--- config.mk ---
export PLATFORM = sky130hd
export DESIGN_NAME = fifo_flags
export DESIGN_NICKNAME = d
export VERILOG_FILES = /design/src/rtl/fifo_flags.sv
export SDC_FILE = /design/constraint.sdc
export NUM_CORES = 1
export LEC_CHECK = 0
export ABC_AREA = 1
export BUFFER_PORTS_ARGS = -buffer_cell sky130_fd_sc_hd__buf_4
export CAP_MARGIN = 0
export CORE_MARGIN = 2
export CORE_UTILIZATION = 40
export CTS_CLUSTER_SIZE = 20
export DETAILED_ROUTE_END_ITERATION = 7
export REMOVE_ABC_BUFFERS = 1
export SKIP_LAST_GASP = 1
export SLEW_MARGIN = 20
export SYNTH_ARGS = -nofsm -noshare
export SYNTH_HDL_FRONTEND = slang
export SYNTH_SLANG_ARGS = --single-unit
--- constraint.sdc ---
create_clock -name clk -period 1.9 [get_ports clk]
set_input_delay 0.095 -clock clk [delete_from_list [all_inputs] [get_ports clk]]
set_output_delay 0.095 -clock clk [all_outputs]
set_load 0.01 [all_outputs]
--- src/rtl/fifo_flags.sv ---
// Synchronous FIFO with occupancy count, almost-full/empty flags, error pulses and an output-valid qualifier.
// Define FIFO_FWFT_EN for first-word fall-through reads; otherwise reads are registered (1-cycle latency).
module fifo_flags #(
  parameter int AWIDTH    = 4,
  parameter int DWIDTH    = 4,
  parameter int AFULL_TH  = 12,
  parameter int AEMPTY_TH = 4
) (
  input  logic              clk,
  input  logic              rst,
  input  logic              write_en,
  input  logic [DWIDTH-1:0] data_in,
  input  logic              read_en,
  output logic [DWIDTH-1:0] data_out,
  output logic              data_valid,
  output logic              full,
  output logic              empty,
  output logic              almost_full,
  output logic              almost_empty,
  output logic [AWIDTH:0]   count,
  output logic              overflow,
  output logic              underflow
);

  localparam int DEPTH = 1 << AWIDTH;
  localparam logic [AWIDTH:0]   FULL_CNT = (AWIDTH+1)'(DEPTH);
  localparam logic [AWIDTH:0]   AF_CNT   = (AWIDTH+1)'(AFULL_TH);
  localparam logic [AWIDTH:0]   AE_CNT   = (AWIDTH+1)'(AEMPTY_TH);
  localparam logic [AWIDTH:0]   CNT_ONE  = (AWIDTH+1)'(1);
  localparam logic [AWIDTH-1:0] PTR_ONE  = AWIDTH'(1);

  // Thresholds must leave a gap, otherwise both flags could be high at once.
  if (AEMPTY_TH >= AFULL_TH) begin : g_bad_thresholds
    $error("fifo_flags: AEMPTY_TH (%0d) must be below AFULL_TH (%0d)", AEMPTY_TH, AFULL_TH);
  end
  if (AFULL_TH < 1 || AFULL_TH > DEPTH || AEMPTY_TH < 0 || AEMPTY_TH > DEPTH - 1) begin : g_bad_range
    $error("fifo_flags: threshold out of range for DEPTH %0d", DEPTH);
  end

  logic [DWIDTH-1:0] mem [DEPTH];

  logic [AWIDTH-1:0] wptr_q, wptr_d;
  logic [AWIDTH-1:0] rptr_q, rptr_d;
  logic [AWIDTH:0]   count_q, count_d;
  logic              overflow_q, overflow_d;
  logic              underflow_q, underflow_d;
  logic              wr_acc, rd_acc;

  assign full         = (count_q == FULL_CNT);
  assign empty        = (count_q == '0);
  assign almost_full  = (count_q >= AF_CNT);
  assign almost_empty = (count_q <= AE_CNT);
  assign count        = count_q;
  assign overflow     = overflow_q;
  assign underflow    = underflow_q;

  always_comb begin
    wr_acc      = write_en && !full;
    rd_acc      = read_en && !empty;
    wptr_d      = wptr_q;
    rptr_d      = rptr_q;
    count_d     = count_q;
    overflow_d  = write_en && full;
    underflow_d = read_en && empty;
    if (wr_acc) wptr_d = wptr_q + PTR_ONE;
    if (rd_acc) rptr_d = rptr_q + PTR_ONE;
    case ({wr_acc, rd_acc})
      2'b10:   count_d = count_q + CNT_ONE;
      2'b01:   count_d = count_q - CNT_ONE;
      default: count_d = count_q;
    endcase
  end

  always_ff @(posedge clk) begin
    if (rst) begin
      wptr_q      <= '0;
      rptr_q      <= '0;
      count_q     <= '0;
      overflow_q  <= 1'b0;
      underflow_q <= 1'b0;
    end else begin
      wptr_q      <= wptr_d;
      rptr_q      <= rptr_d;
      count_q     <= count_d;
      overflow_q  <= overflow_d;
      underflow_q <= underflow_d;
    end
  end

  // Storage carries no reset; reset still blocks a same-cycle write.
  always_ff @(posedge clk) begin
    if (!rst && wr_acc) begin
      mem[wptr_q] <= data_in;
    end
  end

`ifdef FIFO_FWFT_EN
  assign data_out   = mem[rptr_q];
  assign data_valid = !empty;
`else
  logic [DWIDTH-1:0] data_out_q, data_out_d;
  logic              data_valid_q, data_valid_d;

  always_comb begin
    data_out_d   = data_out_q;
    data_valid_d = rd_acc;
    if (rd_acc) data_out_d = mem[rptr_q];
  end

  always_ff @(posedge clk) begin
    if (rst) begin
      data_out_q   <= '0;
      data_valid_q <= 1'b0;
    end else begin
      data_out_q   <= data_out_d;
      data_valid_q <= data_valid_d;
    end
  end

  assign data_out   = data_out_q;
  assign data_valid = data_valid_q;
`endif

endmodule

# Word level (Yosys, flattened, before mapping)
# Memory sizes are Yosys's and may differ from the RTL's. A register that Yosys moved wholly into a read port is not among the register bits.
# Cells that the tools add are included.
classes:
  n_mux: 3
  reduce_logical: 10
  magnitude_cmp: 2
  eq_ne: 3
  add_sub_neg: 4
ops:
  columns: ["op", "count"]
  rows:
  - ["$pmux 5 s2", 1]
  - ["$add 4x1->4 const B", 2]
  - ["$add 5x1->5 const B", 1]
  - ["$eq 5x5->1 const B", 1]
  - ["$ge 5x4->1 const B", 1]
  - ["$le 5x3->1 const B", 1]
  - ["$logic_and 1x1->1", 5]
  - ["$logic_not 5->1", 1]
  - ["$sub 5x1->5 const B", 1]
  - ["$logic_not 1->1", 3]
  - ["$eq 2x1->1 const B", 1]
  - ["$eq 2x2->1 const B", 1]
  - ["$mux 1", 2]
  - ["$reduce_bool 2->1", 1]
word_totals:
  ram_bits: 64
  regBits: 16
  memories: 1
  input_bits: 8
  out_inout_bits: 16
mem_list:
  columns: ["name", "depth", "width", "read_ports", "rd_clocked_by_memory_dff", "write_ports", "line", "rtl"]
  rows:
  - ["mem", 16, 4, 1, 1, 1, "40", "logic [DWIDTH-1:0] mem [DEPTH];"]

# Longest topological paths before layout
# Gate-level depths: netlist (run 1).
depth:
  depth_word: 6
  mapped_depth: 14
  ltp_nobuf: 13

# Worst setup path after synthesis (run 1)
# Ideal clock, no wire load.
synth_timing:
  kind: "reg-to-reg"
  from: "register count_q[0] (netlist: count[0])"
  to: "register count_q[4] (netlist: count[4])"
  path_stages_with_launch: 15
  path_slack_ps: -243
  t_required_ps: 1830
  arrival_ps: 2073
  path_cell_list: "dfxtp_1 nor2_4 nand3_2 nand2_4 inv_4 buf_6 ha_1 fa_1 a21oi_1 nor2_1 nor2_1 nand2_1 nand2_1 nand2_1 a21oi_1"
synth_via:
  elab_chain_cells: 5
synth_lines:
  columns: ["element", "line", "rtl"]
  rows:
  - ["start, declared", "44", "logic [AWIDTH:0] count_q, count_d;"]
  - ["start signal, assigned", "84", "count_q <= count_d;"]
  - ["$logic_not 5->1 (*)", "50", "assign empty = (count_q == '0);"]
  - ["$logic_not 1->1 (*)", "59", "rd_acc = read_en && !empty;"]
  - ["$logic_and 1x1->1 (*)", "59", null]
  - ["net data_valid_d", "102", "logic data_valid_q, data_valid_d;"]
  - ["$eq 2x1->1 / $eq 2x2->1 (equally long branches)", "67", "case ({wr_acc, rd_acc})"]
  - ["$pmux 5 s2 / $reduce_bool 2->1 (equally long branches)", null, null]
# The timed path passes the listed nets; every way through them passes the cells marked *.
# A chain may end at the register's enable or synchronous reset.

# Worst setup path after layout (run 1)
layout_timing:
  from: "register count_q[4] (netlist: count[4])"
  to: "memory mem[4][1], enable pin"
layout_via:
  elab_chain_cells: 6
layout_lines:
  columns: ["element", "line", "rtl"]
  rows:
  - ["$eq 5x5->1", "49", "assign full = (count_q == FULL_CNT);"]
  - ["$logic_not 1->1", "58", "wr_acc = write_en && !full;"]
  - ["$logic_and 1x1->1", "58", null]
  - ["$logic_and 1x1->1", "92", "if (!rst && wr_acc) begin"]
  - ["$mux 1", "92", null]
  - ["$mux 1 (implied by the code)", "93", "mem[wptr_q] <= data_in;"]
  - ["end, declared", "40", null]
# No other way between the ends.

==> flow_metrics.env, run 1 <==
export IMPL_status="finished, final reports clean"
export IMPL_cpMaxStageDelayCell="dfxtp_1"
export IMPL_portBuffers=23
export IMPL_synthFlopType="edfxtp_1"
export IMPL_numCtsBuffers=9
export IMPL_power_total_mw=5.89
export IMPL_crit_path_start_kind="flip-flop"
export IMPL_ys_warnings_count=0
export IMPL_top_layer="met4"
export IMPL_maxSlewHeadroom_pct=75.4
export IMPL_final_cells=589
export IMPL_slowest_delay_ns=0.34
export IMPL_crit_buf_inv=4
export IMPL_final_util_pct=49.4
export IMPL_dpl_cell_area_um2=4270
export IMPL_synth_most_common_cell="nand2_1"
export IMPL_async_flop_share_pct=0
export IMPL_fill_cells=871
export IMPL_netlist_area_um2=3850
export IMPL_wirelength_met1_um=3710
export IMPL_fmax_ghz=0.539
export IMPL_die_area_um2=10400
export IMPL_fin_tns_setup_ns=0
export IMPL_synth_top_area_cell="edfxtp_1"
export IMPL_worstPathRequired_ns=1.91
export IMPL_crit_family="simple AND/OR/NAND/NOR gates"
export IMPL_power_leakage_nw=2.01
export IMPL_peakVddDrop_uv=765
export IMPL_synthCells=407
export IMPL_grt_antenna_before_repair=0
export IMPL_cts_sinks=84
export IMPL_cp_cell_sequence="buf_4 > nand4_2 > nand2_2 > buf_4 > inv_2 > nand2_1 > inv_2 > nand2_1 > nor2_1"
export IMPL_num_vias=2692
export IMPL_pin_count=24
export IMPL_p_per_area_nw_per_um2=1280
export IMPL_htree_num_levels=3
export IMPL_synth_compound_area_share_pct=3.09
export IMPL_drive_gt1_share_pct=19.1
export IMPL_synth_simple_area_share_pct=23.6
export IMPL_ys_ff_latch=84
export IMPL_grt_max_degree=35
export IMPL_critical_path_max_fanout=6
export IMPL_pre_cts_ws_ns=-0.0798
export IMPL_met2_length_um=3770
export IMPL_root_buffer="clkbuf_8"
export IMPL_synthTopCellsByArea="edfxtp_1, nand2_1, dfxtp_1"
export IMPL_maxCapViolations=0
export IMPL_wl_per_cell_um=13.3
export IMPL_syn_avg_cell_area_um2=9.45
export IMPL_clkLatencyLatePin_ns=0.35
export IMPL_finalWorstSetupSlack_ns=0.0455
export IMPL_syn_to_final_growth_pct=19.3
export IMPL_hpwlAfterDp_um=5420
export IMPL_synth_top_family_by_area="simple AND/OR/NAND/NOR gates"
export IMPL_dpl_cell_count=569
export IMPL_setup_viol=0
export IMPL_synthXorXnorAreaFrac_pct=1.37
export IMPL_rsz0062_at_grt="yes"
export IMPL_route_detailed_drc=0
export IMPL_hold_viol=0
export IMPL_cts_tree="yes"
export IMPL_grtUsageTotal_pct=16.3
export IMPL_dr_wl_met3_um=250
export IMPL_period_minus_slack_ns=1.85
export IMPL_via_per_inst=4.57
export IMPL_grt_pass1_wl_um=12800
export IMPL_end_kind="flip-flop"
export IMPL_final_nets=473
export IMPL_synth_distinct_cells=27
export IMPL_wirelength_um=7850
export IMPL_coreArea_um2=9280
export IMPL_synth_edf_count=64
export IMPL_criticalPathCategory="reg2reg"
export IMPL_first_pass_iters=4
export IMPL_grt_pass1_vias=2661
export IMPL_die_h_um=102
export IMPL_drv_slew=0
export IMPL_yosysSeqAreaShare_pct=60.4
export IMPL_die_w_um=102
export IMPL_place_congestion=0.797
export IMPL_fin_crit_sh_pct=97.6
export IMPL_clockBufferDepth=2
export IMPL_drt_iter0_drc=131
export IMPL_yosys_mux_area_fraction_pct=0
export IMPL_multi_input_area_um2=1260
export IMPL_initial_utilization_pct=41.4
export IMPL_gr_total_overflow=0
export IMPL_placementRows=35
export IMPL_yosys_area_top_type_share_pct=50.0
export IMPL_fin_skew_ns=0.00733
export IMPL_tightest_slew_ns=0.368
export IMPL_synth_adder_area_share_pct=3.45
export IMPL_n_antenna_cell=0
export IMPL_yosys_top_cells_count="nand2_1, edfxtp_1, inv_1, nand3_1, nor2_1"
export IMPL_cts_clk_slew_worst_paths_ns=0.08
export IMPL_ant_nets=0
export IMPL_hold_class="in2reg"
export IMPL_cp_arrival_ns=1.87
export IMPL_final_cell_area_um2=4590
export IMPL_seq_area_um2=2330
export IMPL_hold_ws_ns=0.0853
[layout make-up]
class                           count  area share, %
Sequential cell                    84           50.7
Multi-Input combinational cell    251           27.4
Timing Repair Buffer               52           8.67
Inverter                           57           4.77
Tap cell                          129           3.52
Clock buffer                       12           3.38
Clock inverter                      4           1.58
[report_power, final]
part	switching (mW)	internal [mW]
Combinational	1.28	0.980
Clock	0.603	0.811
Sequential	0.0978	2.12
[what timing repair did]
| action | in CTS | in global routing |
|---|---|---|
| hold buffers | 3 | 0 |
| setup buffers | 1 | 0 |
| gates resized for setup | 3 | 10 |
| setup endpoints to repair | 3 | 15 |
| hold endpoints to repair | 3 | 0 |
| pin swaps | 2 | 1 |
[worst reg2reg max path: stages (launching register included)]
cell and delay [ns]:
dfxtp_1 0.34, buf_4 0.14, nand4_2 0.10, nand2_2 0.09, buf_4 0.16, inv_2 0.07, nand2_1 0.06, inv_2 0.07
nand2_1 0.14, nor2_1 0.34
[cells by family (layout without fill, tap and decap cells)]
family,count (synthesis),after routing
AO/OA/AOI/OAI,22,22
XOR/XNOR,6,6
adder cells (fa/ha/maj),10,10
buffers and inverters,72,125
flip-flops,84,84
AND/OR/NAND/NOR,213,213
[cells in the final DEF, fill, tap and decap left out, types with 2 or more instances in the layout]
cell,count
buf_4,49
edfxtp_1,64
nand2_1,124
nand3_1,48
dfxtp_2,3
bufinv_16,2
dfxtp_1,17
a21oi_2,2
o21ai_0,6
ha_4,2
xor2_1,6
clkbuf_8,11
nand2_2,2
nor2_1,31
inv_2,4
ha_1,7
dlygate4sd3_1,3
inv_1,50
inv_4,2
nor2_4,2
a21oi_1,11
nor2_2,2
[sequential cells by signal, summed over array words and instances, names as in the netlist]
name,flops
wptr_q,4
rptr_q,4
overflow,1
data_valid,1
count,5
underflow,1
mem,64
data_out,4
[layer usage]
layer / track usage [%] / vias up
li1: - / 1403
met1: 21.8 / 1236
met2: 26.5 / 45
met3: 2.46 / 8
met4: 7.38 / 0
met5: 0 / -
[final timing paths]
| path | start | end | slack [ns] | cells after the start |
|---|---|---|---|---|
| setup / recovery | count[4] | mem[4][1] | 0.05 | 9 |
| hold / removal | data_in[3] | mem[9][3] | 0.09 | 1 |
| setup reg to reg | count[4] | mem[4][1] | 0.05 | 9 |
| hold reg to reg | wptr_q[3] | wptr_q[3] | 0.53 | 2 |
No activity file was read; power rests on OpenSTA's default activity.
==> run 2: changes to the inputs <==
Settings changed: ABC_AREA 1 to default.
==> flow_metrics.env, run 2 <==
export IMPL_status="finished, violations left"
export IMPL_violations="negative setup slack"
export IMPL_worstPathRequired_ns=2.14
export IMPL_hold_ws_ns=0.0552
export IMPL_first_pass_iters=4
export IMPL_numCtsBuffers=9
export IMPL_period_minus_slack_ns=2.43
export IMPL_htree_num_levels=3
export IMPL_gr_max_usage_layer="met2"
export IMPL_grtUsageTotal_pct=14.8
export IMPL_cts_sinks=84
export IMPL_die_w_um=99.0
export IMPL_clockBufferDepth=2
export IMPL_end_kind="flip-flop"
export IMPL_ys_warnings_count=0
export IMPL_synth_distinct_cells=40
export IMPL_finalWorstSetupSlack_ns=-0.532
export IMPL_grt_antenna_before_repair=0
export IMPL_tightest_slew_ns=0.380
export IMPL_syn_to_final_growth_pct=21.5
export IMPL_p_per_area_nw_per_um2=1200
export IMPL_drv_slew=0
export IMPL_rsz0062_at_grt="yes"
export IMPL_fmax_ghz=0.411
export IMPL_synth_top_area_cell="edfxtp_1"
export IMPL_power_total_mw=5.27
export IMPL_via_per_inst=5.09
export IMPL_final_common_cell="edfxtp_1"
export IMPL_critical_path_max_fanout=3
export IMPL_die_area_um2=9800
export IMPL_portBuffers=23
export IMPL_cts_tree="yes"
export IMPL_peakVddDrop_uv=429
export IMPL_synthFlopType="edfxtp_1"
export IMPL_grt_pass1_wl_um=11000
export IMPL_largest_reg_flops=64
export IMPL_pre_cts_ws_ns=-0.693
export IMPL_final_cell_mix="edfxtp_1, buf_4, nor2_1"
export IMPL_hold_viol=0
export IMPL_ff2ff_setup_slack_ns=-0.53
export IMPL_final_nets=324
export IMPL_drive_gt1_share_pct=29.3
export IMPL_coreArea_um2=8720
export IMPL_fin_skew_ns=0.00853
export IMPL_wirelength_um=6910
export IMPL_yosys_area_top_type_share_pct=53.3
export IMPL_power_leakage_nw=1.59
export IMPL_synthCells=246
export IMPL_synth_edf_count=64
export IMPL_die_h_um=99.0
export IMPL_netlist_area_um2=3610
export IMPL_num_vias=2134
export IMPL_place_congestion=0.768
export IMPL_gr_usage_met1_pct=20.4
export IMPL_root_buffer="clkbuf_8"
export IMPL_hpwlAfterDp_um=4820
export IMPL_drt_iter0_drc=67
export IMPL_holdBufCountCts=0
export IMPL_gr_total_overflow=0
export IMPL_cp_arrival_ns=2.67
export IMPL_clkLatencyLatePin_ns=0.35
export IMPL_ys_ff_latch=84
export IMPL_async_flop_share_pct=0
export IMPL_fill_cells=749
export IMPL_hold_class="in2reg"
export IMPL_fin_crit_sh_pct=128
export IMPL_n_antenna_cell=0
export IMPL_largest_register="mem"
export IMPL_initial_utilization_pct=41.4
export IMPL_maxSlewHeadroom_pct=74.6
export IMPL_crit_path_start_kind="flip-flop"
export IMPL_use_met3_pct=2.62
export IMPL_placementRows=34
export IMPL_synth_most_common_cell="edfxtp_1"
export IMPL_pin_count=24
export IMPL_synthTopCellsByArea="edfxtp_1, dfxtp_1, mux4_1"
export IMPL_criticalPathCategory="reg2reg"
export IMPL_cts_clk_slew_worst_paths_ns=0.08
export IMPL_maxCapViolations=0
export IMPL_wl_per_cell_um=16.5
export IMPL_yosys_top_cells_count="edfxtp_1, nor2_1, dfxtp_1, mux2i_1, ha_1"
export IMPL_yosysSeqAreaShare_pct=64.4
export IMPL_ant_nets=0
export IMPL_grt_max_degree=25
export IMPL_syn_avg_cell_area_um2=14.7
export IMPL_route_detailed_drc=0
export IMPL_grt_pass1_vias=2110
export IMPL_setup_viol=3
export IMPL_use_met2_pct=23.1
run 2: repair_timing:
action,in CTS,in global routing
cloned,0,0
setup buffers,3,2
pin swaps,4,3
resized for setup,8,4
setup endpoints to repair,4,11
run 2: worst max-delay path, cell delays in order, from the launching register on:
cell and delay, ns:
dfxtp_2 0.33, or3_4 0.41, o21a_4 0.22, ha_4 0.17
fa_2 0.34, a21o_1 0.17, a21oi_2 0.14, mux2i_1 0.20
mux2_2 0.35
run 2: area by class of cell:
cell class / instances / area [µm²] / share of cell area, %
multi-input combinational: 146 / 1230 / 28.0
inverter: 3 / 11.3 / 0.257
tap: 108 / 135 / 3.08
sequential: 84 / 2320 / 53.0
clock buffer: 10 / 128 / 2.91
clock inverter: 6 / 62.6 / 1.43
timing repair buffer: 62 / 494 / 11.3
run 2: report_power, final:
part	total, mW	internal (mW)	leakage, nW	switching, mW
registers	2.19	2.12	0.740	0.0731
logic	1.85	0.993	0.762	0.856
clock network	1.23	0.606	0.0903	0.629
run 2: path summary, 6_finish.rpt:
check             cells after the start   startpoint           to
setup / recovery                      8     count[0]     count[4]
hold / removal                        1   data_in[1]    mem[1][1]
setup reg to reg                      8     count[0]     count[4]
hold reg to reg                       2  data_out[0]  data_out[0]
run 2: kinds of logic after synthesis:
logic type                 share of synthesized area [%]
buffers and inverters                               2.98
AOI/OAI and AO/OA                                   6.35
DFF                                                 64.4
and+or+nand+nor                                     8.77
muxes                                               11.7
adders and majority gates                           3.68
xor gates and xnor gates                            2.18
run 2: metrics by stage:
stage                     cells  utilization, %  area (µm²)  TNS (ns)
after floorplan             233               -        3510     -2.02
after global placement      398            47.0        4100     -1.43
after detailed placement    398            47.0        4100     -1.55
after CTS                   417            49.9        4360     -1.06
after global routing        419            50.3        4380     -1.52
final                       419            50.3        4380     -1.15
run 2: layer usage:
| layer | share of wire, % | wire length (µm) | vias to the layer above |
|---|---|---|---|
| met3 | 2.8 | 194 | 9 |
| met4 | 1.4 | 94 | 0 |
| met2 | 49 | 3390 | 30 |
| met1 | 47 | 3230 | 1037 |
| met5 | 0 | 0 | - |
| li1 | - | - | 1058 |
